[src/rtl/noc_output_port_if.sv]
// Handshake bundle between the input buffers, the round-robin arbiter, the
// downstream link and one noc_output_port instance.
interface noc_output_port_if #(
  parameter int unsigned N       = 8,
  parameter int unsigned W       = 64,
  parameter int unsigned CREDITS = 4
);
  localparam int unsigned CntW = $clog2(CREDITS + 1);

  logic [N-1:0]    in_valid;
  logic [N*W-1:0]  in_data;
  logic [N-1:0]    in_head;
  logic [N-1:0]    in_tail;
  logic [N-1:0]    in_ready;
  logic [N-1:0]    arb_req;
  logic [N-1:0]    arb_grant;
  logic            out_valid;
  logic [W-1:0]    out_data;
  logic            out_head;
  logic            out_tail;
  logic            credit_ret;
  logic [CntW-1:0] credit_count;

  // The output-port controller.
  modport slave (
    input  in_valid, in_data, in_head, in_tail, arb_grant, credit_ret,
    output in_ready, arb_req, out_valid, out_data, out_head, out_tail, credit_count
  );

  // The surrounding router: input buffers, arbiter and downstream link.
  modport master (
    output in_valid, in_data, in_head, in_tail, arb_grant, credit_ret,
    input  in_ready, arb_req, out_valid, out_data, out_head, out_tail, credit_count
  );
endinterface

[src/rtl/noc_output_port.sv]
// Router output port: wormhole-locked flit forwarding with credit flow control.
// Optional protocol checker with sticky err output when NOC_OUTPORT_CHECK_EN is defined.
module noc_output_port #(
  parameter int unsigned N       = 8,
  parameter int unsigned W       = 64,
  parameter int unsigned CREDITS = 4
) (
  input  logic             clk,
  input  logic             rst,
`ifdef NOC_OUTPORT_CHECK_EN
  output logic             err,
`endif
  noc_output_port_if.slave bus
);

  localparam int unsigned IdxW = (N > 1) ? $clog2(N) : 1;
  localparam int unsigned CntW = $clog2(CREDITS + 1);

  typedef enum logic [0:0] {StIdle, StLocked} state_e;

  state_e          state_q;
  logic [IdxW-1:0] owner_q;
  logic [CntW-1:0] credit_q, credit_d;
  logic            out_valid_q, out_head_q, out_tail_q;
  logic [W-1:0]    out_data_q;

  logic            can_send;
  logic            fire;
  logic [IdxW-1:0] g;
  logic [N-1:0]    arb_req, sel, in_ready;
  logic [W-1:0]    fwd_data;
  logic            fwd_head, fwd_tail;

  always_comb begin
    can_send = (credit_q != '0);
    arb_req  = '0;
    sel      = '0;
    fire     = 1'b0;
    g        = '0;
    if (state_q == StIdle) begin
      if (can_send) arb_req = bus.in_valid & bus.in_head;
      // Grants outside the request vector are dropped here.
      sel = bus.arb_grant & arb_req;
      for (int i = 0; i < int'(N); i++) begin
        if (sel[i] && !fire) begin
          fire = 1'b1;
          g    = IdxW'(i);
        end
      end
    end else begin
      g    = owner_q;
      fire = bus.in_valid[owner_q] & can_send;
    end
    in_ready = fire ? (N'(1) << g) : '0;
    fwd_data = bus.in_data[g*W +: W];
    fwd_head = bus.in_head[g];
    fwd_tail = bus.in_tail[g];
  end

  always_comb begin
    credit_d = credit_q;
    unique case ({fire, bus.credit_ret})
      2'b10:   credit_d = credit_q - 1'b1;
      2'b01:   if (credit_q != CntW'(CREDITS)) credit_d = credit_q + 1'b1;
      default: credit_d = credit_q;
    endcase
  end

`ifdef NOC_OUTPORT_CHECK_EN
  logic err_set;
  always_comb begin
    err_set = 1'b0;
    if (state_q == StIdle && ((bus.arb_grant & (bus.arb_grant - 1'b1)) != '0)) err_set = 1'b1;
    if (bus.credit_ret && !fire && credit_q == CntW'(CREDITS)) err_set = 1'b1;
    if (fire && state_q == StLocked && fwd_head) err_set = 1'b1;
    if (fire && state_q == StIdle && !fwd_head) err_set = 1'b1;
  end
`endif

  always_ff @(posedge clk) begin
    if (rst) begin
      state_q     <= StIdle;
      owner_q     <= '0;
      out_valid_q <= 1'b0;
      out_data_q  <= '0;
      out_head_q  <= 1'b0;
      out_tail_q  <= 1'b0;
      credit_q    <= CntW'(CREDITS);
`ifdef NOC_OUTPORT_CHECK_EN
      err         <= 1'b0;
`endif
    end else begin
      out_valid_q <= fire;
      credit_q    <= credit_d;
      if (fire) begin
        out_data_q <= fwd_data;
        out_head_q <= fwd_head;
        out_tail_q <= fwd_tail;
        if (state_q == StIdle && !fwd_tail) begin
          state_q <= StLocked;
          owner_q <= g;
        end else if (state_q == StLocked && fwd_tail) begin
          state_q <= StIdle;
        end
      end
`ifdef NOC_OUTPORT_CHECK_EN
      if (err_set) err <= 1'b1;
`endif
    end
  end

  assign bus.in_ready     = in_ready;
  assign bus.arb_req      = arb_req;
  assign bus.out_valid    = out_valid_q;
  assign bus.out_data     = out_data_q;
  assign bus.out_head     = out_head_q;
  assign bus.out_tail     = out_tail_q;
  assign bus.credit_count = credit_q;

endmodule

[src/flat_wrapper.sv]
// flat-port wrapper written by rule: the top's interface ports become plain ports
module noc_output_port_flat 
#(
  parameter int unsigned N       = 8,
  parameter int unsigned W       = 64,
  parameter int unsigned CREDITS = 4
)
  (clk, rst, bus_in_valid, bus_in_data, bus_in_head, bus_in_tail, bus_arb_grant, bus_credit_ret, bus_in_ready, bus_arb_req, bus_out_valid, bus_out_data, bus_out_head, bus_out_tail, bus_credit_count);
  noc_output_port_if #(.N(N), .W(W), .CREDITS(CREDITS)) bus_i ();
  input  logic clk;
  input  logic rst;
  input wire logic [$bits(bus_i.in_valid)-1:0] bus_in_valid;
  input wire logic [$bits(bus_i.in_data)-1:0] bus_in_data;
  input wire logic [$bits(bus_i.in_head)-1:0] bus_in_head;
  input wire logic [$bits(bus_i.in_tail)-1:0] bus_in_tail;
  input wire logic [$bits(bus_i.arb_grant)-1:0] bus_arb_grant;
  input wire logic [$bits(bus_i.credit_ret)-1:0] bus_credit_ret;
  output wire logic [$bits(bus_i.in_ready)-1:0] bus_in_ready;
  output wire logic [$bits(bus_i.arb_req)-1:0] bus_arb_req;
  output wire logic [$bits(bus_i.out_valid)-1:0] bus_out_valid;
  output wire logic [$bits(bus_i.out_data)-1:0] bus_out_data;
  output wire logic [$bits(bus_i.out_head)-1:0] bus_out_head;
  output wire logic [$bits(bus_i.out_tail)-1:0] bus_out_tail;
  output wire logic [$bits(bus_i.credit_count)-1:0] bus_credit_count;
  assign bus_i.in_valid = bus_in_valid;
  assign bus_i.in_data = bus_in_data;
  assign bus_i.in_head = bus_in_head;
  assign bus_i.in_tail = bus_in_tail;
  assign bus_i.arb_grant = bus_arb_grant;
  assign bus_i.credit_ret = bus_credit_ret;
  assign bus_in_ready = bus_i.in_ready;
  assign bus_arb_req = bus_i.arb_req;
  assign bus_out_valid = bus_i.out_valid;
  assign bus_out_data = bus_i.out_data;
  assign bus_out_head = bus_i.out_head;
  assign bus_out_tail = bus_i.out_tail;
  assign bus_credit_count = bus_i.credit_count;
  noc_output_port #(.N(N), .W(W), .CREDITS(CREDITS)) u_core (.clk(clk), .rst(rst), .bus(bus_i));
endmodule
[config.mk]
export PLATFORM = sky130hd
export DESIGN_NAME = noc_output_port_flat
export DESIGN_NICKNAME = d
export VERILOG_FILES = /design/src/rtl/noc_output_port_if.sv /design/src/rtl/noc_output_port.sv /design/src/flat_wrapper.sv
export SDC_FILE = /design/constraint.sdc
export NUM_CORES = 1
export LEC_CHECK = 0
export ABC_AREA = 1
export BUFFER_PORTS_ARGS = -buffer_cell sky130_fd_sc_hd__buf_4
export CORE_AREA = 2 2 246 248
export CTS_CLUSTER_SIZE = 20
export DETAILED_ROUTE_END_ITERATION = 8
export DIE_AREA = 0 0 248 250
export REMOVE_ABC_BUFFERS = 1
export SLEW_MARGIN = 20
export SYNTH_ARGS = -nofsm -noshare
export SYNTH_HDL_FRONTEND = slang
export SYNTH_SLANG_ARGS = --single-unit
[constraint.sdc]
create_clock -name clk -period 3.2 [get_ports clk]
set_clock_uncertainty 0.05 [all_clocks]
set_input_delay 0.16 -clock clk [delete_from_list [all_inputs] [get_ports clk]]
set_output_delay 0.16 -clock clk [all_outputs]
set_load 0.005 [all_outputs]
==> results of run 1 <==
## worst reg2reg max path: stages (launching register included)
cell,delay [ns]
dfxtp_2,0.35
nor2_2,0.17
nand2_4,0.14
nand3_1,0.12
inv_1,0.07
nor3_2,0.21
nand4_1,0.21
nand3_4,0.21
buf_12,0.29
buf_4,0.37
nand3_1,0.10
nand2_1,0.07
nand2_1,0.10
nand2_1,0.09
nand2_1,0.05
nand3_1,0.07
nand2_1,0.05
inv_1,0.07
## repair_timing
item,CTS,global route
cloned,1,4
setup endpoints to repair,1,8
pin swaps,1,4
hold buffers,1,0
endpoints found under the hold margin,3,0
gates resized for setup,2,4
buffers inserted,1,5
## how the worst min path moves through the flow
stage	startpoint	endpoint	slack [ns]	cells past startpoint
6_report	bus_credit_ret	u_core.bus.credit_count[2]	0.17	5
5_1_grt	bus_credit_ret	u_core.bus.credit_count[2]	0.17	5
4_1_cts	bus_credit_ret	u_core.bus.credit_count[2]	0.13	5
3_5_place_dp	rst	u_core.state_q	0.32	2
3_3_place_gp	rst	u_core.bus.credit_count[1]	0.32	2
2_1_floorplan	rst	u_core.bus.credit_count[1]	0.18	1
## metrics by stage
step | power, mW | util (%) | worst slack, ns | hold WS (ns)
after floorplan | 7.02 | - | -6.86 | 0.179
after global placement | 10.5 | 24.8 | 0.276 | 0.318
after detailed placement | 10.5 | 24.8 | 0.240 | 0.320
after CTS | 11.8 | 25.4 | 0.0754 | 0.129
after global routing | 13.3 | 25.6 | 0.00737 | 0.172
final | 12.0 | 25.6 | 0.173 | 0.168
## where the power goes
group | switching, mW | internal [mW]
Combinational | 5.78 | 3.54
Clock | 0.507 | 0.544
Sequential | 0.274 | 1.37
## synthesized netlist by cell type (all sizes together) (2+ instances only)
| cell type | number | area share, % |
|---|---|---|
| nand4 | 5 | 0.34 |
| buf | 97 | 5.9 |
| nand3 | 347 | 19 |
| nand2 | 1213 | 49 |
| dfxtp | 74 | 16 |
| nor3 | 5 | 0.33 |
| a21oi | 7 | 0.50 |
| nor2 | 24 | 1.0 |
| o21ai | 12 | 0.73 |
| clkbuf | 48 | 2.0 |
| o31ai | 2 | 0.16 |
| o221ai | 2 | 0.19 |
| inv | 89 | 3.6 |
## cell families (layout without fill, tap and decap cells)
logic type,after synthesis,after routing
AO/OA/AOI/OAI,25,25
adder cells (fa/ha/maj),2,2
buffers and inverters,235,793
flip-flops,74,74
multiplexers,1,1
AND/OR/NAND/NOR,1595,1595
## per-layer routing
layer	GRT usage (%)	vias up	share of wire (%)
met4	5.65	0	2.9
met2	26.7	541	48
met3	2.70	58	7.4
li1	-	7087	-
met5	0	-	0
met1	17.8	6120	41
## state kept, by name, summed over array words and instances, names as in the netlist
signal,cells
u_core.state_q,1
u_core.bus.out_head,1
u_core.owner_q,3
u_core.bus.credit_count,3
u_core.bus.out_data,64
u_core.bus.out_valid,1
u_core.bus.out_tail,1
## cell type report
| class | instances | area, um^2 | share of cell area [%] |
|---|---|---|---|
| clock buffers | 11 | 243 | 1.59 |
| clock inverters | 4 | 28.8 | 0.188 |
| inverters | 90 | 338 | 2.21 |
| multi-input cells | 1623 | 6750 | 44.2 |
| flip-flops and latches | 74 | 1480 | 9.71 |
| well taps | 782 | 978 | 6.40 |
| repair buffers | 688 | 5460 | 35.7 |
==> impl_metrics.yaml, run 1 <==
global_route:
  antenna_found_initial: 0
  grt_pass1_vias: 13100
  grt.overflow.total: 0
  grt_start_max_net_pins: 89
  grt_pass1_wl_mm: 72.9
  grt_use_total_pct: 15.0
timing:
  worstMarginPinSlew_ns: 0.788
  max_freq_mhz: 330
  rsz0062_at_grt: "false"
  maxSlewViolCount: 0
  period_share_pct: 94.6
  min_period_ns: 3.03
  fin_tns_setup_ns: 0
  timing.final.setup_violations: 0
  slew_headroom_pct: 47.5
  hold_viol: 0
clock_tree:
  clockBufferDepth: 2
  worstSkewPairLatency_ns: 0.37
  root_buffer: "clkbuf_16"
  cts_tree: "built"
  clock-sinks: 74
  h-tree-depth: 3
  clk_pin_slew_ns: 0.07
  numCtsBuffers: 9
route:
  drt_iter0_markers: 725
  vias_per_cell: 4.22
  wirelength_mm: 50.6
  firstDrtPassIters: 6
  ant_nets: 0
  wire_per_inst_um: 15.4
  dr_total_vias: 13800
  post-route-drc-count: 0
die:
  die-area_um2: 62000
  die_h_um: 250
  rows: 90
  core_area_um2: 59600
  num_io_pins: 633
  die_w_um: 248
  start_util_pct: 15.5
layout:
  drive_above_1_share_pct: 29.0
  nets: 3035
  final_common_cell: "nand2_1"
  final_cell_mix: "nand2_1, buf_4, nand3_1"
  antenna_cells: 0
  fillCellCount: 6938
  instances_no_fill: 3272
  area_growth_pct: 65.7
  fin_area_um2: 15300
power_and_ir_drop:
  power-per-cell-area_nw_per_um2: 787
  irDropWorstVdd_mv: 0.484
  power.leakage_nw: 9.21
place:
  place_congestion: 0.909
  dp.cells: 3245
  portBuffers: 632
  hpwlAfterDp_mm: 36.3
  placed_area_um2: 14800
setup_path:
  startpoint: "u_core.bus.credit_count[2]"
  timing.rr.end: "u_core.bus.out_data[29]"
  worstPathRequired_ns: 2.99
  crit_cells: 13
  crit_path_max_incr_delay_ns: 0.39
  critical_path.most_common_cell: "nand2_1"
  arrival_ns: 2.82
  path_class: "reg2out"
  path_delay_family: "simple AND/OR/NAND/NOR gates"
  rr_startpoint: "u_core.bus.credit_count[1]"
  worst-path-max-fanout: 57
  ff2ff_setup_slack_ns: 0.36
  crit_path_end_kind: "output pin"
  start_kind: "register"
  critPathSlowestCell: "dfxtp_1"
  timing.critical_path.to: "bus_in_ready[0]"
  reg2regPathDepth: 17
  path_cells: "inv_2 > nand2_4 > nand3_1 > nand2_1 > nor3_2 > nand4_1 > and2_4 > nand2_1 > o21ai_4 > buf_12 > nand2_1 > nor2_4 > buf_4"
  critPathBufInv: 3
logic_synthesis:
  syn_area_um2: 9220
  synth-simple-area-share_pct: 70.2
  synth_top_family_by_area: "simple AND/OR/NAND/NOR gates"
  synth_compound_area_share_pct: 1.75
  synth-seq-cells: 74
  async_reset_ff_share_pct: 0
  synth.area.mux_share_pct: 0.109
  avgSynthCellArea_um2: 4.77
  seq_area_frac_synth_pct: 16.1
  synth_flop_cell: "dfxtp_1"
  synth_fa_ha_area_share_pct: 0.353
  synth-xor-area-share_pct: 0
  syn_inst: 1932
  synth.distinct_cells: 31
  synth_warnings: 0
  synth_edf_count: 0
min_path:
  hp-class: "in2reg"
outcome:
  status: "complete, no violations"
flow_run:
  cap_violations: 0
(Power assumes the default switching activity.)
==> run 2, diff against run 1 <==
Settings changed: MAX_ROUTING_LAYER set to met4, REMOVE_ABC_BUFFERS 1 to not set.
==> run 2 against run 1 <==
Net effect:
- setup slack improved by 0.044 ns
- power rose by 2.9%
- fmax rose by 1.5%
- sequential power barely moved
- cell count rose by 0.37%
- highest routed layer unchanged
- largest cell class unchanged
- critical path type unchanged
- critical path depth rose by 1
- first-iteration DRC count rose by 1.8%
- die area did not move
==> impl_metrics.yaml, run 2 (synthesis results as in run 1) <==
layout:
  final_cell_mix: "nand2_1, buf_4, nand3_1"
  largest_reg_flops: 64
  final_common_cell: "nand2_1"
  nets: 3045
  instances_no_fill: 3284
  drive_above_1_share_pct: 29.1
  area_growth_pct: 67.5
  fin_area_um2: 15400
place:
  placed_area_um2: 14900
  portBuffers: 632
  hpwlAfterDp_mm: 40.4
  place_congestion: 0.892
  dp_slack_ns: 0.302
  dp.cells: 3253
route:
  post-route-drc-count: 0
  vias_per_cell: 4.24
  wire_per_inst_um: 16.3
  wirelength_mm: 53.4
  ant_nets: 0
  drt_iter0_markers: 738
  dr_total_vias: 13900
  firstDrtPassIters: 5
die:
  die-area_um2: 62000
  num_io_pins: 633
  die_h_um: 250
  rows: 90
  start_util_pct: 15.5
  core_area_um2: 59600
  die_w_um: 248
timing:
  slew_headroom_pct: 47.1
  min_period_ns: 2.98
  hold_viol: 0
  rsz0062_at_grt: "false"
  setup_ws_ns: 0.217
  worstMarginPinSlew_ns: 0.794
  fin_tns_setup_ns: 0
  period_share_pct: 93.2
  maxSlewViolCount: 0
  timing.final.setup_violations: 0
  max_freq_mhz: 335
power_and_ir_drop:
  power.leakage_nw: 9.31
  power-per-cell-area_nw_per_um2: 801
  finalPower_mw: 12.4
  irDropWorstVdd_mv: 0.424
setup_path:
  arrival_ns: 2.77
  crit_path_end_kind: "output pin"
  worstPathRequired_ns: 2.99
  reg2regPathDepth: 17
  path_class: "reg2out"
  start_kind: "register"
  worst-path-max-fanout: 15
outcome:
  status: "complete, no violations"
global_route:
  grt_use_total_pct: 16.1
  grt_pass1_vias: 12800
  grt_start_max_net_pins: 101
  grt.overflow.total: 0
  grt_pass1_wl_mm: 73.6
  antenna_found_initial: 2
min_path:
  hp-class: "in2reg"
  min_path_cells: 9
flow_run:
  cap_violations: 0
clock_tree:
  clockBufferDepth: 2
  root_buffer: "clkbuf_16"
  cts_tree: "built"
  h-tree-depth: 3
  clk_pin_slew_ns: 0.07
  clock-sinks: 74
  worstSkewPairLatency_ns: 0.38
  numCtsBuffers: 9
logic_synthesis:
  syn-num-nets: 2481
## run 2: critical path: stages (launching register included)
cell and delay (ns):
dfxtp_1 0.36, nor2_4 0.16, nand2_4 0.13, nand3_1 0.12, inv_1 0.07, nor3_2 0.21
nand4_1 0.21, and2_4 0.22, nand2_1 0.09, o21ai_4 0.16, buf_12 0.22, buf_4 0.17
nand2_1 0.08, nor2_1 0.05, buf_4 0.13
## run 2: through the flow
| stage | hold WS, ns | utilization, % |
|---|---|---|
| CTS | 0.123 | 25.6 |
| global placement | 0.315 | 25.1 |
| global route | 0.200 | 25.9 |
| floorplan | 0.179 | - |
| finish | 0.192 | 25.9 |
| detailed placement | 0.316 | 25.1 |
## run 2: area by class of cell
| cell class | instances | area (um^2) |
|---|---|---|
| Antenna cell | 1 | 2.50 |
| Clock buffer | 14 | 264 |
| Clock inverter | 2 | 35.0 |
| Fill cell | 6950 | 44100 |
| Inverter | 90 | 338 |
| Multi-Input combinational cell | 1623 | 6750 |
| Sequential cell | 74 | 1480 |
| Tap cell | 782 | 978 |
| Timing Repair Buffer | 698 | 5600 |
## run 2: timing repair
action / 4_1_cts / 5_1_grt
gates resized for setup: 1 / 3
hold buffers: 1 / 0
cloned: 0 / 5
buffers inserted: 0 / 8
endpoints found under the hold margin: 3 / 0
pin swaps: 0 / 4
endpoints found under the setup margin: 4 / 14
## run 2: path summary, 6_finish.rpt
kind / start / endpoint / slack [ns]
worst min register to register: u_core.bus.credit_count[0] / u_core.bus.credit_count[0] / 0.46
worst min-delay path: bus_in_data[391] / u_core.bus.out_data[7] / 0.19
worst max-delay path: u_core.bus.credit_count[1] / bus_in_ready[0] / 0.22
worst max register to register: u_core.bus.credit_count[1] / u_core.bus.out_data[20] / 0.32
## run 2: metal layers
metal | vias to the layer above | share of wire [%] | track usage [%] | wire (um)
li1 | 7114 | - | - | -
met1 | 6161 | 41 | 18.3 | 21800
met2 | 559 | 47 | 27.1 | 25300
met3 | 84 | 8.3 | 3.62 | 4420
met4 | 0 | 3.7 | 6.31 | 1970
met5 | - | 0 | - | 0
## run 2: report_power, final
part	switching, mW	internal, mW
Sequential	0.306	1.37
Combinational	5.92	3.66
Clock	0.466	0.647
Total	6.69	5.68
